`config.mk`:
```
export PLATFORM = sky130hd
export DESIGN_NAME = ssd_scan_ctrl
export DESIGN_NICKNAME = d
export VERILOG_FILES = /design/src/rtl/ssd_scan_ctrl.sv
export SDC_FILE = /design/constraint.sdc
export NUM_CORES = 1
export LEC_CHECK = 0
export ABC_AREA = 1
export BUFFER_PORTS_ARGS = -buffer_cell sky130_fd_sc_hd__clkbuf_2
export CAP_MARGIN = 20
export CORE_UTILIZATION = 50
export DETAILED_ROUTE_END_ITERATION = 6
export GPL_TIMING_DRIVEN = 1
export PLACE_DENSITY = 0.81
export SKIP_CTS_REPAIR_TIMING = 1
export SYNTH_ARGS = -nofsm -noshare
export SYNTH_HDL_FRONTEND = slang
export SYNTH_SLANG_ARGS = --single-unit
export TNS_END_PERCENT = 10
```
`constraint.sdc`:
```
create_clock -name clk -period 3.14 [get_ports clk]
set_input_delay 0.628 -clock clk [delete_from_list [all_inputs] [get_ports clk]]
set_output_delay 0.628 -clock clk [all_outputs]
set_load 0.02 [all_outputs]
```
`src/rtl/ssd_scan_ctrl.sv`:
```
// ssd_scan_ctrl: time-multiplexed scan controller for a common-anode 7-seg display.
// Optional feature macro: SSD_LEADING_ZERO_BLANK_EN (dark leading zero digits).
module ssd_scan_ctrl #(
    parameter int NUM_DIGITS   = 4,
    parameter int REFRESH_DIV  = 100000,
    parameter int BLANK_CYCLES = 1000
) (
    input  logic                    clk,
    input  logic                    rst,
    input  logic [4*NUM_DIGITS-1:0] digits_in,
    input  logic                    load,
    input  logic [NUM_DIGITS-1:0]   digit_en,
    output logic [3:0]              ones,
    output logic [NUM_DIGITS-1:0]   anode,
    output logic                    frame_done
);

    localparam int CW = (REFRESH_DIV > 1) ? $clog2(REFRESH_DIV) : 1;
    localparam int IW = $clog2(NUM_DIGITS);
    localparam int DW = 4 * NUM_DIGITS;

    localparam logic [CW-1:0] C_LAST       = CW'(REFRESH_DIV - 1);
    localparam logic [CW-1:0] C_BLANK_LAST =
        CW'((BLANK_CYCLES > 0) ? (BLANK_CYCLES - 1) : 0);
    localparam logic [IW-1:0] IDX_LAST     = IW'(NUM_DIGITS - 1);

    typedef enum logic {
        ST_BLANK = 1'b0,
        ST_DRIVE = 1'b1
    } state_t;

    // Without dead-time the scan never leaves DRIVE, so it also starts there.
    localparam state_t ST_RESET = (BLANK_CYCLES == 0) ? ST_DRIVE : ST_BLANK;

    logic [CW-1:0] c_q, c_d;
    logic [IW-1:0] idx_q, idx_d;
    state_t        state_q, state_d;
    logic [DW-1:0] pending_q, pending_d;
    logic          pending_valid_q, pending_valid_d;
    logic [DW-1:0] shadow_q, shadow_d;

    logic                  c_last;
    logic                  frame_end;
    logic [NUM_DIGITS-1:0] lz_dark;

`ifdef SSD_LEADING_ZERO_BLANK_EN
    logic upper_zero;
`endif

    // Slot prescaler and digit index; both advance together at slot end.
    always_comb begin
        c_last    = (c_q == C_LAST);
        frame_end = c_last && (idx_q == IDX_LAST);
        c_d       = c_last ? '0 : c_q + CW'(1);
        idx_d     = idx_q;
        if (c_last) begin
            idx_d = (idx_q == IDX_LAST) ? '0 : idx_q + IW'(1);
        end
    end

    // BLANK/DRIVE sequencing within a slot.
    always_comb begin
        state_d = state_q;
        unique case (state_q)
            ST_BLANK: begin
                if (c_q == C_BLANK_LAST) begin
                    state_d = ST_DRIVE;
                end
            end
            ST_DRIVE: begin
                if (c_last && (BLANK_CYCLES > 0)) begin
                    state_d = ST_BLANK;
                end
            end
        endcase
    end

    // Double buffer: loads collect in pending, shadow only swaps at frame end.
    always_comb begin
        pending_d       = pending_q;
        pending_valid_d = pending_valid_q;
        shadow_d        = shadow_q;
        if (load) begin
            pending_d       = digits_in;
            pending_valid_d = 1'b1;
        end
        if (frame_end) begin
            if (load) begin
                shadow_d = digits_in;
            end else if (pending_valid_q) begin
                shadow_d = pending_q;
            end
            pending_valid_d = 1'b0;
        end
    end

    // Leading-zero mask, derived from shadow so it is stable for a frame.
    always_comb begin
        lz_dark = '0;
`ifdef SSD_LEADING_ZERO_BLANK_EN
        upper_zero = 1'b1;
        for (int i = NUM_DIGITS - 1; i > 0; i--) begin
            upper_zero = upper_zero && (shadow_q[4*i +: 4] == 4'd0);
            lz_dark[i] = upper_zero;
        end
`endif
    end

    // Digit mux and anode drive; anodes stay off while reset is held.
    always_comb begin
        ones       = 4'd0;
        anode      = '1;
        frame_done = frame_end;
        for (int i = 0; i < NUM_DIGITS; i++) begin
            if (idx_q == IW'(i)) begin
                ones = shadow_q[4*i +: 4];
            end
        end
        if (!rst && (state_q == ST_DRIVE)) begin
            for (int i = 0; i < NUM_DIGITS; i++) begin
                if ((idx_q == IW'(i)) && digit_en[i] && !lz_dark[i]) begin
                    anode[i] = 1'b0;
                end
            end
        end
    end

    // State registers with synchronous reset.
    always_ff @(posedge clk) begin
        if (rst) begin
            c_q             <= '0;
            idx_q           <= '0;
            state_q         <= ST_RESET;
            pending_q       <= '0;
            pending_valid_q <= 1'b0;
            shadow_q        <= '0;
        end else begin
            c_q             <= c_d;
            idx_q           <= idx_d;
            state_q         <= state_d;
            pending_q       <= pending_d;
            pending_valid_q <= pending_valid_d;
            shadow_q        <= shadow_d;
        end
    end

endmodule
```
==> qor.log, run 1 <==
qor: global_route.overflow 0
qor: floorplan.initial_utilization 52.6%
qor: floorplan.fp_rows 25
qor: cts.clock-root-buffer sky130_fd_sc_hd__clkbuf_8
qor: sta.setup-tns-final 0 ns
qor: yosys.synth_enable_flop_cells 0
qor: run.max_cap_violation_count 0
qor: sta.finClkSkew 0.00845 ns
qor: cts.tritoncts built
qor: yosys.postSynth.asyncResetShare 0%
qor: global_route.global_route_wire_length_before_repair 8870 um
qor: sta.hold_viol_final 0
qor: yosys.synthTopCellsByArea sky130_fd_sc_hd__dfxtp_1, sky130_fd_sc_hd__nor2_1, sky130_fd_sc_hd__nand2_1
qor: cts.cts_max_level 2
qor: routing.vias_per_cell 5.16
qor: sta.worst-slew-pin-transition 0.543 ns
qor: critical_path.worstSetupEndpointType output pin
qor: min_path.hold_path.class flop to flop
qor: yosys.mappedNetlistArea 2520 um2
qor: critical_path.regToRegEndpoint shadow_q[2]
qor: critical_path.worst-path-buf-inv 3
qor: finish.regArea 1060 um2
qor: sta.relSlewSlack 63.8%
qor: floorplan.dieHeight 73.0 um
qor: placed_design.gp_routability_congestion 0.977
qor: yosys.synth_seq_cells 53
qor: yosys.syn_nets 351
qor: min_path.whs_endpoint c_q[0]
qor: sta.timing.final.max_slew_violations 0
qor: cts.worstSkewPairLatency 0.31 ns
qor: cts.cts_made_buffers 5
qor: critical_path.critical-path-top-delay-family simple AND/OR/NAND/NOR gates
qor: finish.flow.area_growth_from_synthesis 10.3%
qor: status.status complete, no violations
qor: critical_path.timing.critical_path.arrival 1.78 ns
qor: power_and_ir_drop.cellPowerDensity 415 nW/um2
qor: placed_design.post-dp-hpwl 3820 um
qor: floorplan.core_region_area 4790 um2
qor: critical_path.r2r_setup_slack 1.36 ns
qor: finish.final_area 2780 um2
qor: critical_path.timing.critical_path.slowest_cell_delay 0.36 ns
qor: critical_path.critical_path.max_fanout 19
qor: placed_design.portBuffers 31
qor: floorplan.die_width 73.0 um
qor: cts.numClockSinks 53
qor: sta.final_count_of_negative_setup_slack_endpoints 0
qor: placed_design.placed_area 2690 um2
qor: routing.detailedRoute.firstIterationViolations 264
qor: critical_path.critPathSlowestCell sky130_fd_sc_hd__dfxtp_1
qor: global_route.number_of_global_route_vias_before_repair 1878
qor: yosys.synth_top_area_share 42.1%
qor: sta.setup_repair_after_global_routing_missed_its_margin false
qor: finish.fill_cells 418
qor: power_and_ir_drop.worst_ir_drop_vdd 0.285 mV
qor: finish.antenna-diode-count 0
qor: critical_path.ff2ff_path_depth 6
qor: finish.multi_input_area 1290 um2
qor: yosys.yosys_warnings 0
qor: sta.timing.final.crit_share 76.7%
qor: routing.drtPass1Iterations 4
qor: yosys.synth.avg_cell_area 7.80 um2
qor: routing.routed-via-count 2163
qor: power_and_ir_drop.total_power_after_layout 1150 uW
qor: yosys.dominantRegCellSynth sky130_fd_sc_hd__dfxtp_1
qor: cts.ctsLongestPathBuffers 2
qor: min_path.worst_hold_startpoint c_q[0]
qor: global_route.number_of_antenna_violations_at_the_first_check_in_global_routing 0
qor: sta.clock.fmax 415 MHz
qor: global_route.largest_net_degree_at_the_start_of_global_routing 20
qor: routing.post_drt_wl_per_cell 12.3 um
qor: critical_path.critical_path.cell_chain ha_1, nand3_2, inv_2, nand3_4, nor2_8, nand2_1, inv_1, clkbuf_2
qor: critical_path.timing.critical_path.from_type flop
qor: floorplan.boundaryPins 32
qor: routing.ant_nets 0
qor: finish.num-nets-final 379
qor: critical_path.worst-setup-path-type flop to output pin
qor: yosys.synth_cell_types 32
qor: routing.drt_drc_violations_left 0
qor: floorplan.die-area 5330 um2
qor: critical_path.regToRegStartpoint idx_q[1]
qor: yosys.post_synth_inst_count 323
qor: global_route.grt_usage 21.8%
qor: min_path.min_path_cells 1
qor: yosys.synth_top_cell_by_area sky130_fd_sc_hd__dfxtp_1
qor: finish.layout-drive-gt1-share 16.2%
qor: critical_path.crit_required 2.51 ns
qor: power_and_ir_drop.total_leakage_power 0.00113 uW
qor: sta.period_minus_slack 2.41 ns
qor: yosys.synth_seq_area_share 42.1%
qor: routing.total_wire_length 5140 um
qor: cts.cts.reportedPaths.clkPinSlew 0.09 ns
-- stage by stage --
step / setup slack [ns] / hold WS (ns) / utilization, % / instances
6_report: 0.732 / 0.454 / 58.0 / 419
5_1_grt: 0.595 / 0.476 / 58.0 / 419
4_1_cts: 0.732 / 0.459 / 58.0 / 419
3_5_place_dp: 0.941 / 0.443 / 56.2 / 411
3_3_place_gp: 0.959 / 0.431 / 56.2 / 411
2_1_floorplan: 1.19 / 0.417 / - / 323
-- worst max-delay path by stage --
stage	start	endpoint	slack, ns	cells after the start
4_1_cts	c_q[0]	frame_done	0.73	8
6_report	c_q[0]	frame_done	0.73	8
2_1_floorplan	c_q[0]	frame_done	1.19	8
3_3_place_gp	rst	anode[3]	0.96	4
3_5_place_dp	rst	anode[3]	0.94	4
5_1_grt	c_q[0]	frame_done	0.59	8
-- layout by cell type (no fill, tap or decap) --
cell,Yosys,final
sky130_fd_sc_hd__nand4_2,1,1
sky130_fd_sc_hd__xnor2_1,2,2
sky130_fd_sc_hd__nor2_4,1,1
sky130_fd_sc_hd__clkbuf_2,0,31
sky130_fd_sc_hd__o211ai_1,4,4
sky130_fd_sc_hd__ha_1,5,5
sky130_fd_sc_hd__o21ai_4,1,1
sky130_fd_sc_hd__nand3_1,13,13
sky130_fd_sc_hd__inv_6,0,1
sky130_fd_sc_hd__or2_0,1,1
sky130_fd_sc_hd__nand3_2,1,1
sky130_fd_sc_hd__o21ai_1,1,1
sky130_fd_sc_hd__mux2i_1,16,16
sky130_fd_sc_hd__nand4_4,1,1
sky130_fd_sc_hd__nand3_4,1,1
sky130_fd_sc_hd__clkinvlp_4,0,1
sky130_fd_sc_hd__nor3_2,2,2
sky130_fd_sc_hd__a21oi_1,15,15
sky130_fd_sc_hd__buf_4,1,1
sky130_fd_sc_hd__nor2_1,77,77
sky130_fd_sc_hd__xor2_1,5,5
sky130_fd_sc_hd__clkinv_2,0,1
sky130_fd_sc_hd__nor2_2,3,3
sky130_fd_sc_hd__nand4_1,20,20
sky130_fd_sc_hd__clkbuf_8,0,5
sky130_fd_sc_hd__nand2_1,48,48
sky130_fd_sc_hd__inv_2,5,5
sky130_fd_sc_hd__dfxtp_1,53,53
sky130_fd_sc_hd__o21ai_0,5,5
sky130_fd_sc_hd__nor3_1,10,10
sky130_fd_sc_hd__nor3b_1,1,1
sky130_fd_sc_hd__inv_1,19,19
sky130_fd_sc_hd__nor2_8,1,1
-- registers in the layout, indices dropped and copies added (netlist names) --
register and flops:
c_q 17, idx_q 2, pending_q 16, pending_valid_q 1
shadow_q 16, state_q 1
-- power breakdown --
part	switching, uW	total (uW)	internal [uW]
Sequential	5.58	693	688
Combinational	44.2	72.9	28.7
Clock	228	387	158
Total	278	1150	875
-- synthesized netlist by cell type (all sizes together) (2+ instances only) --
library cell	number
a21oi	15
ha	5
dfxtp	53
o211ai	4
mux2i	16
nor3	12
nand2	48
nor2	82
xnor2	2
inv	24
o21ai	7
buf	9
nand4	22
nand3	15
clkbuf	2
xor2	5
-- per-layer routing --
metal	global-route usage, %	part of all wire [%]
met5	0	0
met4	8.50	1.6
met3	4.70	4.7
met2	30.8	42
met1	32.0	52
-- cells by family after synthesis --
family                   after synthesis  share of synthesized area, %
AO/OA/AOI/OAI                         26                          6.01
multiplexers                          16                          6.36
AND/OR/NAND/NOR                      181                          33.9
adder cells (fa/ha/maj)                5                          2.48
buffers and inverters                 35                          6.66
flip-flops                            53                          42.1
XOR/XNOR                               7                          2.43
-- final cells by class --
class / instances / share of cell area (%)
sequential: 53 / 38.2
inverter: 24 / 3.24
tap: 67 / 3.02
multi-input combinational: 235 / 46.4
clock buffer: 5 / 2.48
timing repair buffer: 32 / 5.86
clock inverter: 3 / 0.766
Power figures use the tool's default switching activity.
==> run 2: changes to the inputs <==
--- a/config.mk
+++ b/config.mk
@@ -5,13 +5,13 @@
 export SDC_FILE = /design/constraint.sdc
 export NUM_CORES = 1
 export LEC_CHECK = 0
-export ABC_AREA = 1
+export ABC_AREA = 0
 export BUFFER_PORTS_ARGS = -buffer_cell sky130_fd_sc_hd__clkbuf_2
 export CAP_MARGIN = 20
 export CORE_UTILIZATION = 50
 export DETAILED_ROUTE_END_ITERATION = 6
 export GPL_TIMING_DRIVEN = 1
-export PLACE_DENSITY = 0.81
+export PLACE_DENSITY = 0.82
 export SKIP_CTS_REPAIR_TIMING = 1
 export SYNTH_ARGS = -nofsm -noshare
 export SYNTH_HDL_FRONTEND = slang
==> constraint.sdc (replaced) <==
create_clock -name clk -period 2.4 [get_ports clk]
set_input_delay 0.48 -clock clk [delete_from_list [all_inputs] [get_ports clk]]
set_output_delay 0.48 -clock clk [all_outputs]
set_load 0.02 [all_outputs]
==> run 2 against run 1 <==
The flow now finishes with violations (negative setup slack). Setup slack worse by 0.78 ns. Final cell count is 19% lower. Die area fell by 3.8%. Register-to-register slack lost 1.1 ns. Global-route usage is 2.6 points lower. Combinational power rose by 15%. Routed wire length down 7.9%. Cell area fell by 0.32%. Critical endpoint unchanged. Highest routed layer unchanged.
==> qor.log, run 2 <==
qor: global_route.number_of_global_route_vias_before_repair 1683
qor: critical_path.critical_path.max_fanout 6
qor: power_and_ir_drop.worst_ir_drop_vdd 0.311 mV
qor: yosys.synth_top_cells_by_count sky130_fd_sc_hd__dfxtp_1, sky130_fd_sc_hd__nor2_1, sky130_fd_sc_hd__nor2b_1, sky130_fd_sc_hd__mux2i_1
qor: sta.final_count_of_negative_setup_slack_endpoints 1
qor: placed_design.placed_area 2610 um2
qor: routing.routed-via-count 1833
qor: finish.largest_register_ff_count 17
qor: cts.numClockSinks 53
qor: routing.detailedRoute.firstIterationViolations 83
qor: critical_path.regToRegStartpoint c_q[11]
qor: floorplan.die_width 71.6 um
qor: critical_path.crit_required 1.92 ns
qor: yosys.synthTopCellsByArea sky130_fd_sc_hd__dfxtp_1, sky130_fd_sc_hd__mux2i_1, sky130_fd_sc_hd__mux2_4
qor: global_route.grt_usage 19.2%
qor: sta.clock.fmax 409 MHz
qor: yosys.post_synth_inst_count 253
qor: finish.top_register c_q
qor: sta.whs 0.448 ns
qor: finish.num-nets-final 314
qor: sta.setup-tns-final -0.0441 ns
qor: global_route.number_of_antenna_violations_at_the_first_check_in_global_routing 0
qor: status.status finished with violations
qor: cts.ctsLongestPathBuffers 2
qor: min_path.worst_hold_startpoint digits_in[6]
qor: finish.most_common_library_cell_in_the_layout_ignoring_fill_and_taps sky130_fd_sc_hd__dfxtp_1
qor: status.failing_checks negative setup slack
qor: power_and_ir_drop.cellPowerDensity 580 nW/um2
qor: yosys.synth_cell_types 35
qor: global_route.largest_net_degree_at_the_start_of_global_routing 38
qor: cts.tritoncts built
qor: yosys.dominantRegCellSynth sky130_fd_sc_hd__dfxtp_1
qor: placed_design.gp_routability_congestion 0.786
qor: floorplan.die-area 5120 um2
qor: routing.total_wire_length 4730 um
qor: finish.finish.cell_count_without_fillers 339
qor: floorplan.initial_utilization 53.7%
qor: yosys.synth_seq_cells 53
qor: routing.post_drt_wl_per_cell 14.0 um
qor: yosys.syn_nets 281
qor: floorplan.core_region_area 4500 um2
qor: sta.timing.final.crit_share 102%
qor: cts.worstSkewPairLatency 0.31 ns
qor: power_and_ir_drop.total_power_after_layout 1610 uW
qor: yosys.synth_enable_flop_cells 0
qor: floorplan.boundaryPins 32
qor: finish.antenna-diode-count 0
qor: critical_path.worst_setup_path_startpoint c_q[11]
qor: floorplan.fp_rows 24
qor: yosys.yosys_warnings 0
qor: routing.vias_per_cell 5.41
qor: finish.layout-drive-gt1-share 25.1%
qor: yosys.synth_top_area_share 43.8%
qor: sta.hold_viol_final 0
qor: finish.largest_registers c_q: 17 flops, pending_q: 16 flops, shadow_q: 16 flops
qor: cts.cts.reportedPaths.clkPinSlew 0.10 ns
qor: finish.mostFrequentLayoutCells sky130_fd_sc_hd__dfxtp_1, sky130_fd_sc_hd__nor2_1, sky130_fd_sc_hd__clkbuf_2, sky130_fd_sc_hd__nor2b_1, sky130_fd_sc_hd__mux2i_1
qor: finish.fill_cells 378
qor: power_and_ir_drop.total_leakage_power 0.00117 uW
qor: routing.ant_nets 0
qor: yosys.postSynth.asyncResetShare 0%
qor: critical_path.crit_path_end frame_done
qor: critical_path.r2r_setup_slack 0.25 ns
qor: yosys.synth_seq_area_share 43.8%
qor: placed_design.placedCellCount 327
qor: routing.drtPass1Iterations 6
qor: run.max_cap_violation_count 0
qor: floorplan.dieHeight 71.6 um
qor: critical_path.timing.critical_path.arrival 1.96 ns
qor: cts.cts_made_buffers 5
qor: critical_path.timing.critical_path.from_type flop
qor: placed_design.portBuffers 31
qor: critical_path.regToRegEndpoint shadow_q[13]
qor: global_route.overflow 0
qor: finish.flow.area_growth_from_synthesis 14.4%
qor: sta.period_minus_slack 2.44 ns
qor: cts.clock-root-buffer sky130_fd_sc_hd__clkbuf_8
qor: sta.relSlewSlack 63.1%
qor: critical_path.worst-setup-path-type flop to output pin
qor: yosys.synth_most_common_cell sky130_fd_sc_hd__dfxtp_1
qor: min_path.hold_path.class input pin to flop
qor: yosys.synth_top_cell_by_area sky130_fd_sc_hd__dfxtp_1
qor: critical_path.worstSetupEndpointType output pin
qor: critical_path.ff2ff_path_depth 4
qor: sta.final.setup.worst_slack -0.0441 ns
qor: sta.timing.final.max_slew_violations 0
qor: sta.finClkSkew 0.00818 ns
qor: finish.final_area 2770 um2
qor: global_route.global_route_wire_length_before_repair 7540 um
qor: yosys.mappedNetlistArea 2420 um2
qor: min_path.min_path_cells 3
qor: placed_design.post-dp-hpwl 3160 um
qor: cts.cts_max_level 2
qor: routing.drt_drc_violations_left 0
qor: sta.worst-slew-pin-transition 0.553 ns
qor: yosys.synth.avg_cell_area 9.56 um2
qor: sta.setup_repair_after_global_routing_missed_its_margin true
run 2: cell count changes after synthesis, moves of 6 or more:
cell,previous run,this run
sky130_fd_sc_hd__clkbuf_1,2,8
sky130_fd_sc_hd__nand2_1,48,13
sky130_fd_sc_hd__xnor2_1,2,13
sky130_fd_sc_hd__nor4_1,0,7
sky130_fd_sc_hd__inv_1,19,5
sky130_fd_sc_hd__mux2_4,0,10
sky130_fd_sc_hd__nand4_1,20,6
sky130_fd_sc_hd__nor2b_1,0,17
sky130_fd_sc_hd__mux2_2,0,6
sky130_fd_sc_hd__nor2_1,77,37
run 2: power breakdown:
part	switching, uW	internal, uW	total (uW)
logic	45.9	37.6	83.5
registers	7.59	899	906
clock network	304	312	616
total	357	1250	1610
run 2: metal layers:
metal / routed length [um] / track usage, %
met5: 0 / 0
met1: 2300 / 24.1
met3: 185 / 4.78
met2: 2140 / 30.4
met4: 103 / 10.5
run 2: critical path, stage by stage (launching register included):
cell                      delay [ns]
sky130_fd_sc_hd__dfxtp_4        0.35
sky130_fd_sc_hd__or4b_4         0.55
sky130_fd_sc_hd__nor3_4         0.35
sky130_fd_sc_hd__and4_4         0.29
sky130_fd_sc_hd__buf_6          0.12
run 2: cell type report:
type	count	area (um2)	share of cell area, %
multi-input combinational	182	1280	46.3
sequential	53	1070	38.5
timing repair buffer	39	221	8.00
clock buffer	5	68.8	2.49
tap	52	65.1	2.35
clock inverter	3	46.3	1.67
inverter	5	18.8	0.678
run 2: cells by family (layout without fill, tap and decap cells):
family | count (synthesis) | in the layout | share of synthesized area [%]
and+or+nand+nor | 112 | 112 | 25.1
DFF | 53 | 53 | 43.8
muxes | 32 | 32 | 15.6
AOI/OAI and AO/OA | 18 | 18 | 3.98
buffers and inverters | 18 | 52 | 3.41
xor gates and xnor gates | 15 | 15 | 5.43
adders and majority gates | 5 | 5 | 2.59
run 2: how the worst min path moves through the flow:
| stage | endpoint | slack, ns |
|---|---|---|
| after floorplan | c_q[0] | 0.42 |
| after global placement | c_q[0] | 0.43 |
| after detailed placement | c_q[0] | 0.45 |
| after CTS | pending_q[6] | 0.44 |
| after global routing | pending_q[3] | 0.47 |
| final | pending_q[6] | 0.45 |
run 2: through the flow:
stage          setup slack (ns)  util (%)
6_report                -0.0441      61.5
5_1_grt                 -0.0908      61.5
4_1_cts                 -0.0620      60.4
3_5_place_dp              0.300      57.9
3_3_place_gp              0.323      57.9
2_1_floorplan             0.418         -
